$ cat src/rtl/appr_mul_pkg.sv
// appr_mul_pkg: shared state encoding, sizing constants and carry-mask helper for the sequential approximate multiplier
package appr_mul_pkg;
  typedef enum logic [1:0] {IDLE, ITER, RESOLVE, DONE} state_e;
  localparam int W_DEF = 16;
  localparam int IDX_W = $clog2(W_DEF);
  localparam int MASK_MAX = 128;
  function automatic logic [MASK_MAX-1:0] carry_mask(input int appr);
    logic [MASK_MAX-1:0] m;
    for (int i = 0; i < MASK_MAX; i++) m[i] = (i >= appr);
    return m;
  endfunction
endpackage

$ cat src/rtl/csa_row.sv
// csa_row: one combinational 3:2 compressor row; carries landing in masked-off columns are dropped
module csa_row #(
  parameter int PW = 32
) (
  input  logic [PW-1:0] s,
  input  logic [PW-1:0] c,
  input  logic [PW-1:0] pp,
  input  logic [PW-1:0] mask,
  output logic [PW-1:0] s_n,
  output logic [PW-1:0] c_n
);
  logic [PW-1:0] maj;
  always_comb begin
    maj = (s & c) | (s & pp) | (c & pp);
    s_n = s ^ c ^ pp;
    c_n = {maj[PW-2:0], 1'b0} & mask;
  end
endmodule

$ cat src/rtl/appr_mul_seq_ctrl.sv
// appr_mul_seq_ctrl: iterative carry-save multiplier controller with valid/ready on both sides
// Optional early termination on exhausted multiplier bits: APPR_MUL_SEQ_EARLY_TERM_EN
module appr_mul_seq_ctrl
  import appr_mul_pkg::*;
#(
  parameter int W = W_DEF,
  parameter int APPR_BITS = 0
) (
  input  logic           clk,
  input  logic           rst,
  input  logic           in_valid,
  output logic           in_ready,
  input  logic [W-1:0]   a,
  input  logic [W-1:0]   b,
  output logic           out_valid,
  input  logic           out_ready,
  output logic [2*W-1:0] product,
  output logic           busy
);
  localparam int PW = 2 * W;
  localparam int IW = (W == W_DEF) ? IDX_W : ((W > 1) ? $clog2(W) : 1);
  localparam logic [MASK_MAX-1:0] MASK_FULL = carry_mask(APPR_BITS);
  localparam logic [PW-1:0] C_MASK = MASK_FULL[PW-1:0];
  localparam logic [IW-1:0] LAST = IW'(W - 1);
`ifdef APPR_MUL_SEQ_EARLY_TERM_EN
  localparam bit EARLY = 1'b1;
`else
  localparam bit EARLY = 1'b0;
`endif

  state_e          st_q, st_d;
  logic [W-1:0]    a_q, a_d, b_q, b_d;
  logic [PW-1:0]   s_q, s_d, c_q, c_d, prod_q, prod_d;
  logic [IW-1:0]   idx_q, idx_d;
  logic            ov_q, ov_d, rdy_q, rdy_d, busy_q, busy_d;
  logic [PW-1:0]   pp, s_n, c_n;
  logic [IW:0]     nidx;
  logic            rest_zero;

  csa_row #(.PW(PW)) u_row (
    .s(s_q), .c(c_q), .pp(pp), .mask(C_MASK), .s_n(s_n), .c_n(c_n)
  );

  always_comb begin
    pp = b_q[idx_q] ? (PW'(a_q) << idx_q) : '0;
    nidx = {1'b0, idx_q} + (IW+1)'(1);
    rest_zero = (b_q >> nidx) == '0;
    st_d = st_q;
    a_d = a_q;
    b_d = b_q;
    s_d = s_q;
    c_d = c_q;
    idx_d = idx_q;
    prod_d = prod_q;
    ov_d = ov_q;
    case (st_q)
      IDLE: if (in_valid) begin
        a_d = a;
        b_d = b;
        s_d = '0;
        c_d = '0;
        idx_d = '0;
        st_d = (EARLY && b == '0) ? RESOLVE : ITER;
      end
      ITER: begin
        s_d = s_n;
        c_d = c_n;
        // with early termination the remaining rows would all be zero
        if (idx_q == LAST || (EARLY && rest_zero)) st_d = RESOLVE;
        else idx_d = idx_q + IW'(1);
      end
      RESOLVE: begin
        prod_d = s_q + c_q;
        ov_d = 1'b1;
        st_d = DONE;
      end
      DONE: if (out_ready) begin
        ov_d = 1'b0;
        st_d = IDLE;
      end
      default: st_d = IDLE;
    endcase
    rdy_d = st_d == IDLE;
    busy_d = st_d != IDLE;
  end

  always_ff @(posedge clk or posedge rst) begin
    if (rst) begin
      st_q <= IDLE;
      a_q <= '0;
      b_q <= '0;
      s_q <= '0;
      c_q <= '0;
      idx_q <= '0;
      prod_q <= '0;
      ov_q <= 1'b0;
      rdy_q <= 1'b1;
      busy_q <= 1'b0;
    end else begin
      st_q <= st_d;
      a_q <= a_d;
      b_q <= b_d;
      s_q <= s_d;
      c_q <= c_d;
      idx_q <= idx_d;
      prod_q <= prod_d;
      ov_q <= ov_d;
      rdy_q <= rdy_d;
      busy_q <= busy_d;
    end
  end

  assign in_ready = rdy_q;
  assign out_valid = ov_q;
  assign product = prod_q;
  assign busy = busy_q;
endmodule

$ cat config.mk
export PLATFORM = sky130hd
export DESIGN_NAME = appr_mul_seq_ctrl
export DESIGN_NICKNAME = d
export VERILOG_FILES = /design/src/rtl/appr_mul_pkg.sv /design/src/rtl/csa_row.sv /design/src/rtl/appr_mul_seq_ctrl.sv
export SDC_FILE = /design/constraint.sdc
export NUM_CORES = 1
export LEC_CHECK = 0
export ABC_CLOCK_PERIOD_IN_PS = 5200
export CAP_MARGIN = 20
export CORE_ASPECT_RATIO = 0.7
export CORE_MARGIN = 2
export CORE_UTILIZATION = 45
export CTS_BUF_LIST = sky130_fd_sc_hd__clkbuf_2
export DETAILED_ROUTE_END_ITERATION = 10
export GPL_ROUTABILITY_DRIVEN = 0
export PLACE_DENSITY = 0.71
export SYNTH_ARGS = -nofsm -noshare
export SYNTH_HDL_FRONTEND = slang
export SYNTH_SLANG_ARGS = --single-unit
$ cat constraint.sdc
create_clock -name clk -period 5.2 [get_ports clk]
set_clock_uncertainty 0.1 [all_clocks]
set_input_delay 0.78 -clock clk [delete_from_list [all_inputs] [get_ports clk]]
set_output_delay 0.78 -clock clk [all_outputs]
set_load 0.02 [all_outputs]
==> results.txt, run 1 <==
The highest-delay cell along the critical path is sky130_fd_sc_hd__or2_1. The run gives 31.1% as the fraction of met2 tracks used by global routing. The ratio of routed vias to standard cells was 5.56; the global-route congestion overflow total was 0. The first global-routing pass estimated 34300 um of wire. The min-delay analysis places its worst path in the category in -> async. sky130_fd_sc_hd__dfrtp_1 takes more of the synthesized area than any other cell. The number of antenna diodes in the final layout is 0. The initial cell density of the core was 45.6%.

Setup slack on the worst reg-to-reg path comes out at 1950 ps. The total setup buffers inserted after CTS was 0; the top-area cell type share of the netlist area was 39.4%. Among all flip-flop cells after synthesis, the most frequent one is sky130_fd_sc_hd__dfrtp_1. The run gives 31.6% as the met1 demand-to-capacity share in global routing. The layer flagged by global routing as most heavily used is met1. The logs give 27.6% for the normalized max-slew margin and 58 for the number of distinct standard cells referenced by the synthesized netlist.

The setup-violating endpoint count in the final report was 0; the wire length after detailed routing was 20200 um. The tools report the synthesized cell area as 8580 um2. The filler cells instantiated in the layout total 1763.

The register area came out at 3400 um2. The top-level I/O count came out at 71. The number of synthesized flops with an enable pin was 0. The leakage power summed over all cells was 4.09 nW; the post-synthesis instance total was 930. The wire-length estimate of the detail-placed layout is 14800 um.

The routed layout has 6837 vias. The antenna violation net count after detailed routing was 0; the maximum achievable frequency was 308 MHz. Die span in y: 120 um. Yosys attributes the largest share of cell area to sky130_fd_sc_hd__dfrtp_1 39%, sky130_fd_sc_hd__fa_1 7.2%, sky130_fd_sc_hd__nand2_1 6.8%. Ranked by instance count, the synthesized netlist is headed by 156 x sky130_fd_sc_hd__nand2_1, 135 x sky130_fd_sc_hd__dfrtp_1, 116 x sky130_fd_sc_hd__o21ai_0.

The worst register-to-register path ends at s_q[15]. The worst reg2reg path startpoint is idx_q[0]. Fraction of layout cells with a size suffix above 1: 9.92%. The root buffer cell chosen for the clock tree is sky130_fd_sc_hd__clkbuf_2. After the last flow step, the layout net total stands at 1075. The most repeated cell in the gate-level netlist after synthesis is sky130_fd_sc_hd__nand2_1. The tools report the final routed DRC violation total as 0. The number of hold violations in the final report came out at 0.

The hold-fix buffer count after cts is 0. The post-synthesis sequential area ratio is 39.7%. The die outline width was 169 um; the post-synthesis register bit count was 136.

The final number of max-transition violations came out at 0. In the global route stage, overall resource usage came out at 21.2%. The kind of critical path was reg -> reg. CTS saw 136 sinks.

For this run, the detailed router's first-pass iteration total came to 6. STA classifies the critical path endpoint as a flip-flop. The number of buffer cells added on primary ports works out to 70.

The minimum period implied by the final worst setup slack is 3250 ps. The floorplan has 42 rows. The tools report the number of global-route vias before repair as 6639.

The tools report the first-iteration detailed-routing DRC count as 697. The multi-input combinational cells in the finished layout cover a total of 4660 um2. The logs give 3720 ps for the data arrival time at the worst-slack endpoint and 2 for the maximum buffer depth of the clock tree. TritonCTS built the clock tree.

Dividing the detail-routed wire length by the instance count gives 16.5 um. The logic depth of the worst register-to-register path was 8. Clock-pin slew was measured on the worst setup and hold paths at 220 ps.

For this run, the number of Yosys warnings is 0. The met3 usage in global routing came out at 5.18%. The core region is 18800 um2. The logs give 0 for the total of max-cap violations and 407 uV for the maximum vdd drop. Setup total negative slack on the finished layout was measured at 0 ps. Post-CTS repair changed the size of 0 cells. The flow ran to the end, and the final reports show no timing, DRC or antenna violations. Setup repair after global routing left no endpoint under its margin. For this design the ratio of total power to cell area is 634 nW/um2. Along the worst path, the maximum fanout reaches 30. At the pin with the least slew margin, the transition time is 1080 ps. The later-pin clock latency in the skew report was 710 ps; the number of clock buffers inserted by TritonCTS was 17. At the worst endpoint, the required time is 5670 ps. The area growth from synthesis to layout was 13.0%. On the worst path, the slowest cell contributes a delay of 570 ps.

Counting every net in the synthesized netlist gives 1029. Of the available clock period, the critical path in the final layout requires 62.5%. After synthesis, the share of flip-flops with an asynchronous set or reset is 100%. The tools report the worst slack on hold paths as 380 ps.

Walking the worst path, the cells encountered are buf_4 -> mux4_2 -> nand2_1 -> a21oi_1 -> or2_1 -> o211ai_1 -> fa_1 -> o21ai_0. The maximum number of pins on one net before global-route repair was 66. The kind of start point of the critical path was a flip-flop.

In this run the mean area of a mapped cell was 9.23 um2. In this run the number of H-tree levels came out at 4. The number of antenna violations at the first check in global routing was 0; the die area was 20200 um2.
## report_power, final
group,internal (mW),leakage [nW],switching (mW),total [mW]
logic,1.40,2.22,2.14,3.54
registers,1.53,1.73,0.378,1.90
clock network,0.273,0.144,0.428,0.701
total,3.20,4.09,2.94,6.15
## per-stage QoR
stage	utilization (%)	total power [mW]	instances	area [um2]	worst slack [ps]
2_1_floorplan	-	4.42	930	8580	682
3_3_place_gp	50.0	5.31	1198	9410	2120
3_5_place_dp	50.0	5.42	1198	9410	2030
4_1_cts	51.4	6.12	1229	9670	1970
5_1_grt	51.5	6.72	1230	9690	1700
6_report	51.5	6.15	1230	9690	1950
## metal layers
metal / vias up / part of all wire, %
met5: - / 0
met4: 0 / 1.3
met3: 27 / 7.4
met2: 218 / 43
li1: 3289 / -
met1: 3303 / 48
## kinds of logic after synthesis
kind of cell | share of synthesized area (%)
xor gates and xnor gates | 2.45
buffers and inverters | 6.20
and+or+nand+nor | 13.4
adders and majority gates | 11.9
DFF | 39.7
muxes | 9.70
AOI/OAI and AO/OA | 16.6
## final cells by class
class	instances	area share, %
Multi-Input combinational cell	670	48.1
Sequential cell	136	35.1
Timing Repair Buffer	80	8.21
Tap cell	242	3.12
Inverter	71	2.80
Clock inverter	13	1.74
Clock buffer	18	0.929
## layout by cell type, fill, tap and decap left out, types with 3 or more instances in the layout
cell type / instances
sky130_fd_sc_hd__xor2_1: 12
sky130_fd_sc_hd__xnor2_1: 12
sky130_fd_sc_hd__o22ai_1: 3
sky130_fd_sc_hd__mux2_2: 43
sky130_fd_sc_hd__a21o_1: 14
sky130_fd_sc_hd__mux2i_1: 28
sky130_fd_sc_hd__a21oi_1: 57
sky130_fd_sc_hd__and3_1: 8
sky130_fd_sc_hd__a211oi_1: 5
sky130_fd_sc_hd__fa_1: 31
sky130_fd_sc_hd__dfrtp_1: 135
sky130_fd_sc_hd__o21ai_0: 116
sky130_fd_sc_hd__inv_1: 69
sky130_fd_sc_hd__nand3_1: 17
sky130_fd_sc_hd__clkdlybuf4s50_1: 70
sky130_fd_sc_hd__mux4_2: 3
sky130_fd_sc_hd__ha_1: 32
sky130_fd_sc_hd__a22o_1: 5
sky130_fd_sc_hd__or3_1: 5
sky130_fd_sc_hd__nand2_1: 156
sky130_fd_sc_hd__clkinvlp_4: 4
sky130_fd_sc_hd__a31oi_1: 4
sky130_fd_sc_hd__o211ai_1: 13
sky130_fd_sc_hd__nand4_1: 11
sky130_fd_sc_hd__nand2b_1: 6
sky130_fd_sc_hd__nor2b_1: 8
sky130_fd_sc_hd__nor2_1: 34
sky130_fd_sc_hd__clkbuf_2: 18
sky130_fd_sc_hd__o21bai_1: 3
sky130_fd_sc_hd__nor3_1: 8
sky130_fd_sc_hd__bufinv_16: 3
sky130_fd_sc_hd__buf_4: 9
sky130_fd_sc_hd__inv_6: 5
sky130_fd_sc_hd__a21boi_0: 3
## sequential cells by signal (all words and copies together) (netlist names)
| register | flops |
|---|---|
| product | 32 |
| s_q | 32 |
| c_q | 31 |
| a_q | 16 |
| b_q | 16 |
| idx_q | 4 |
| st_q | 2 |
| busy | 1 |
| in_ready | 1 |
| out_valid | 1 |
## how the worst max path moves through the flow
stage / startpoint / endpoint / slack [ps] / depth (start not counted)
after floorplan: rst / a_q[0] / 680 / 1
after global placement: idx_q[3] / s_q[21] / 2120 / 6
after detailed placement: idx_q[0] / s_q[15] / 2030 / 8
after CTS: idx_q[0] / s_q[16] / 1970 / 8
after global routing: idx_q[0] / s_q[18] / 1700 / 8
final: idx_q[0] / s_q[15] / 1950 / 8
## worst max-delay path, delay by kind of cell, from the launching register on
family / cells / cell delay [ps]
AO/OA/AOI/OAI: 3 / 710
flip-flops: 1 / 460
multiplexers: 1 / 320
AND/OR/NAND/NOR: 2 / 630
buffers and inverters: 1 / 370
adder cells (fa/ha/maj): 1 / 520
No activity file was read; power rests on OpenSTA's default activity.
==> run 2: changes to the inputs <==
ABC_CLOCK_PERIOD_IN_PS = 3400   (was 5200)
clock period = 3.4 ns   (was 5.2 ns; I/O delays follow)
==> run 2 against run 1 <==
Register-to-register slack worse by 1700 ps. Via count rose by 0.16%. Maximum frequency grew 3.0%. Non-clock buffer count grew 1. Hold slack got worse by 270 ps. Design area shrank 0.14%. Critical path depth increased by 2. Critical path type unchanged. Highest routed layer unchanged.
==> results.txt, run 2 (synthesized netlist as in run 1, its figures left out) <==
The area growth from synthesis to layout was 12.8% (was 13.0%). The number of buffer cells added on primary ports was 70 (unchanged). Top-level I/O count: 71 (unchanged). The worst path setup slack after routing came out at 246 ps (was 1950 ps). The per-cell routed wire length came out at 16.4 um (was 16.5 um). The antenna diode count came out at 0 (unchanged).

For the total routing usage reported by global routing, the log shows 21.2% (about the same). The later-pin clock latency in the skew report came out at 730 ps (was 710 ps). The number of clock buffers inserted by TritonCTS is 17 (unchanged). The number of cell rows came out at 42 (unchanged).

The tools report the global-route congestion overflow total as 0 (unchanged). The class of the tightest hold or removal check was in -> async (unchanged). The run gives 1200 (was 1198) as the count of placed standard cells including taps. The tools report the total number of clock tree sinks as 136 (unchanged). Kind of start point of the critical path: a flip-flop (unchanged).

Fraction of layout cells with a size suffix above 1: 9.70% (was 9.92%). The logs give 14800 um (about the same) for the detailed placer's ending HPWL and 4.09 nW (about the same) for the leakage power summed over all cells. Type of destination of the critical path: a flip-flop (unchanged).

The count of TritonRoute iterations in the first routing pass was 5 (was 6). The run finished with clean final reports. The logs give 1733 (was 1763) for the count of filler cells inserted in the layout and 51.4% (was 51.5%) for the post-route core utilization.

The die area is 20200 um2 (unchanged), and the maximum number of pins on one net before global-route repair is 66 (unchanged). The number of global-route vias before repair was 6676 (was 6639). Pre-CTS setup slack: 310 ps (was 2030 ps). Maximum achievable frequency: 317 MHz (was 308 MHz). The wire length after detailed routing is 20200 um (about the same). The run gives 722 (was 697) as the first-iteration detailed-routing DRC count. The first-pass GRT wire length is 34100 um (was 34300 um). The ratio of final minimum period to clock period came out at 92.8% (was 62.5%).

The run gives 0 (unchanged) as the final routed DRC violation total. The clock-pin slew on the worst setup and hold paths was 220 ps (about the same); the total setup buffers inserted after CTS was 0 (unchanged). The tools report the setup-violating endpoint count in the final report as 0 (unchanged).

TritonCTS built the clock tree. The total of max-cap violations was 0 (unchanged). The layout net count was 1076 (was 1075).

The tools report the cell at the root of the clock tree as sky130_fd_sc_hd__clkbuf_2 (unchanged). The ratio of routed vias to standard cells was 5.56 (about the same). The count of cells resized by post-cts repair was 0 (unchanged); the die outline width was 169 um (unchanged).

For the final non-filler cell total, the log shows 1232 (was 1230). The data arrival time at the worst-slack endpoint was 3710 ps (was 3720 ps); the transition time at the pin with the least slew margin was 712 ps (was 1080 ps). The worst slack on hold paths came out at 112 ps (was 380 ps). The maximum vdd drop is 801 uV (was 407 uV), and the antenna violation net count after detailed routing is 0 (unchanged). The tools report the total non-filler cell area in the finished layout as 9680 um2 (was 9690 um2).

The initial cell density of the core is 45.6% (unchanged), and the hold-fix buffer count after cts is 0 (unchanged). The tools report the number of antenna violations at the first check in global routing as 0 (unchanged). Setup repair after global routing left no endpoint under its margin.

The power density relative to cell area came out at 963 nW/um2 (was 634 nW/um2). The die span in y is 120 um (unchanged), and the H-tree depth is 4 (unchanged). The kind of critical path is reg -> reg (unchanged). The logs give 0 (unchanged) for the final number of max-transition violations and 2 (unchanged) for the maximum buffer depth of the clock tree. Most common library cell in the layout ignoring fill and taps: sky130_fd_sc_hd__nand2_1 (unchanged).

For the required arrival time at the worst endpoint, the log shows 3950 ps (was 5670 ps). The tools report the area of the core as 18800 um2 (unchanged). The number of hold violations in the final report was 0 (unchanged). Leading cell types in the layout, fill and taps excluded: 156 x sky130_fd_sc_hd__nand2_1, 135 x sky130_fd_sc_hd__dfrtp_1, 116 x sky130_fd_sc_hd__o21ai_0, 70 x sky130_fd_sc_hd__clkdlybuf4s50_1, 69 x sky130_fd_sc_hd__inv_1 (unchanged). The minimum period implied by the final worst setup slack was 3150 ps (was 3250 ps); the setup TNS was 0 ps (unchanged). The run gives 9450 um2 (was 9410 um2) as the instance area after placement.

The total via count after detailed routing is 6848 (was 6837). The overall power is 9.33 mW (was 6.15 mW), and the normalized max-slew margin is 52.4% (was 27.6%). The maximum fanout along the worst path works out to 5 (was 30).
-- run 2: cell types whose count changed in the layout (fill, tap and decap cells not counted) --
cell / change
sky130_fd_sc_hd__buf_12: +2
sky130_fd_sc_hd__buf_16: -1
sky130_fd_sc_hd__bufinv_16: -1
sky130_fd_sc_hd__clkbuf_2: -1
sky130_fd_sc_hd__clkinv_1: +4
sky130_fd_sc_hd__clkinv_4: +1
sky130_fd_sc_hd__clkinvlp_4: -2
-- run 2: report_power, final --
part	leakage, nW	internal (mW)	switching, mW
sequential	1.73	2.33	0.577
clock	0.140	0.341	0.656
combinational	2.22	2.14	3.28
-- run 2: layout make-up --
class | count | area [um2] | share of cell area, %
multi-input cells | 670 | 4660 | 48.1
flip-flops and latches | 136 | 3400 | 35.2
repair buffers | 81 | 808 | 8.35
well taps | 242 | 303 | 3.13
inverters | 71 | 270 | 2.79
clock inverters | 15 | 149 | 1.54
clock buffers | 17 | 85.1 | 0.879
-- run 2: worst max-delay path, stage by stage, from the launching register on --
cell,delay (ps)
sky130_fd_sc_hd__dfrtp_1,420
sky130_fd_sc_hd__ha_1,180
sky130_fd_sc_hd__inv_1,70
sky130_fd_sc_hd__fa_1,410
sky130_fd_sc_hd__nand2b_1,180
sky130_fd_sc_hd__a21oi_1,250
sky130_fd_sc_hd__o21ai_1,210
sky130_fd_sc_hd__a21oi_1,450
sky130_fd_sc_hd__o21ai_0,270
sky130_fd_sc_hd__a21oi_1,210
sky130_fd_sc_hd__mux2_2,340
-- run 2: layer usage --
| layer | vias to the layer above | global-route usage [%] | part of all wire, % |
|---|---|---|---|
| met1 | 3319 | 31.8 | 50 |
| met2 | 213 | 30.9 | 43 |
| met4 | 0 | 5.40 | 0.90 |
| li1 | 3302 | - | - |
| met3 | 14 | 5.11 | 6.8 |
| met5 | - | 0 | 0 |
-- run 2: path summary, 6_finish.rpt --
check / slack, ps / endpoint / cells after the start / start
min: 110 / c_q[4] / 2 / rst
min in group clk: 250 / st_q[1] / 2 / out_ready
min reg2reg: 400 / product[11] / 2 / product[11]
max: 250 / product[31] / 10 / s_q[1]
max in group asynchronous: 2350 / in_ready / 3 / rst
max reg2reg: 250 / product[31] / 10 / s_q[1]
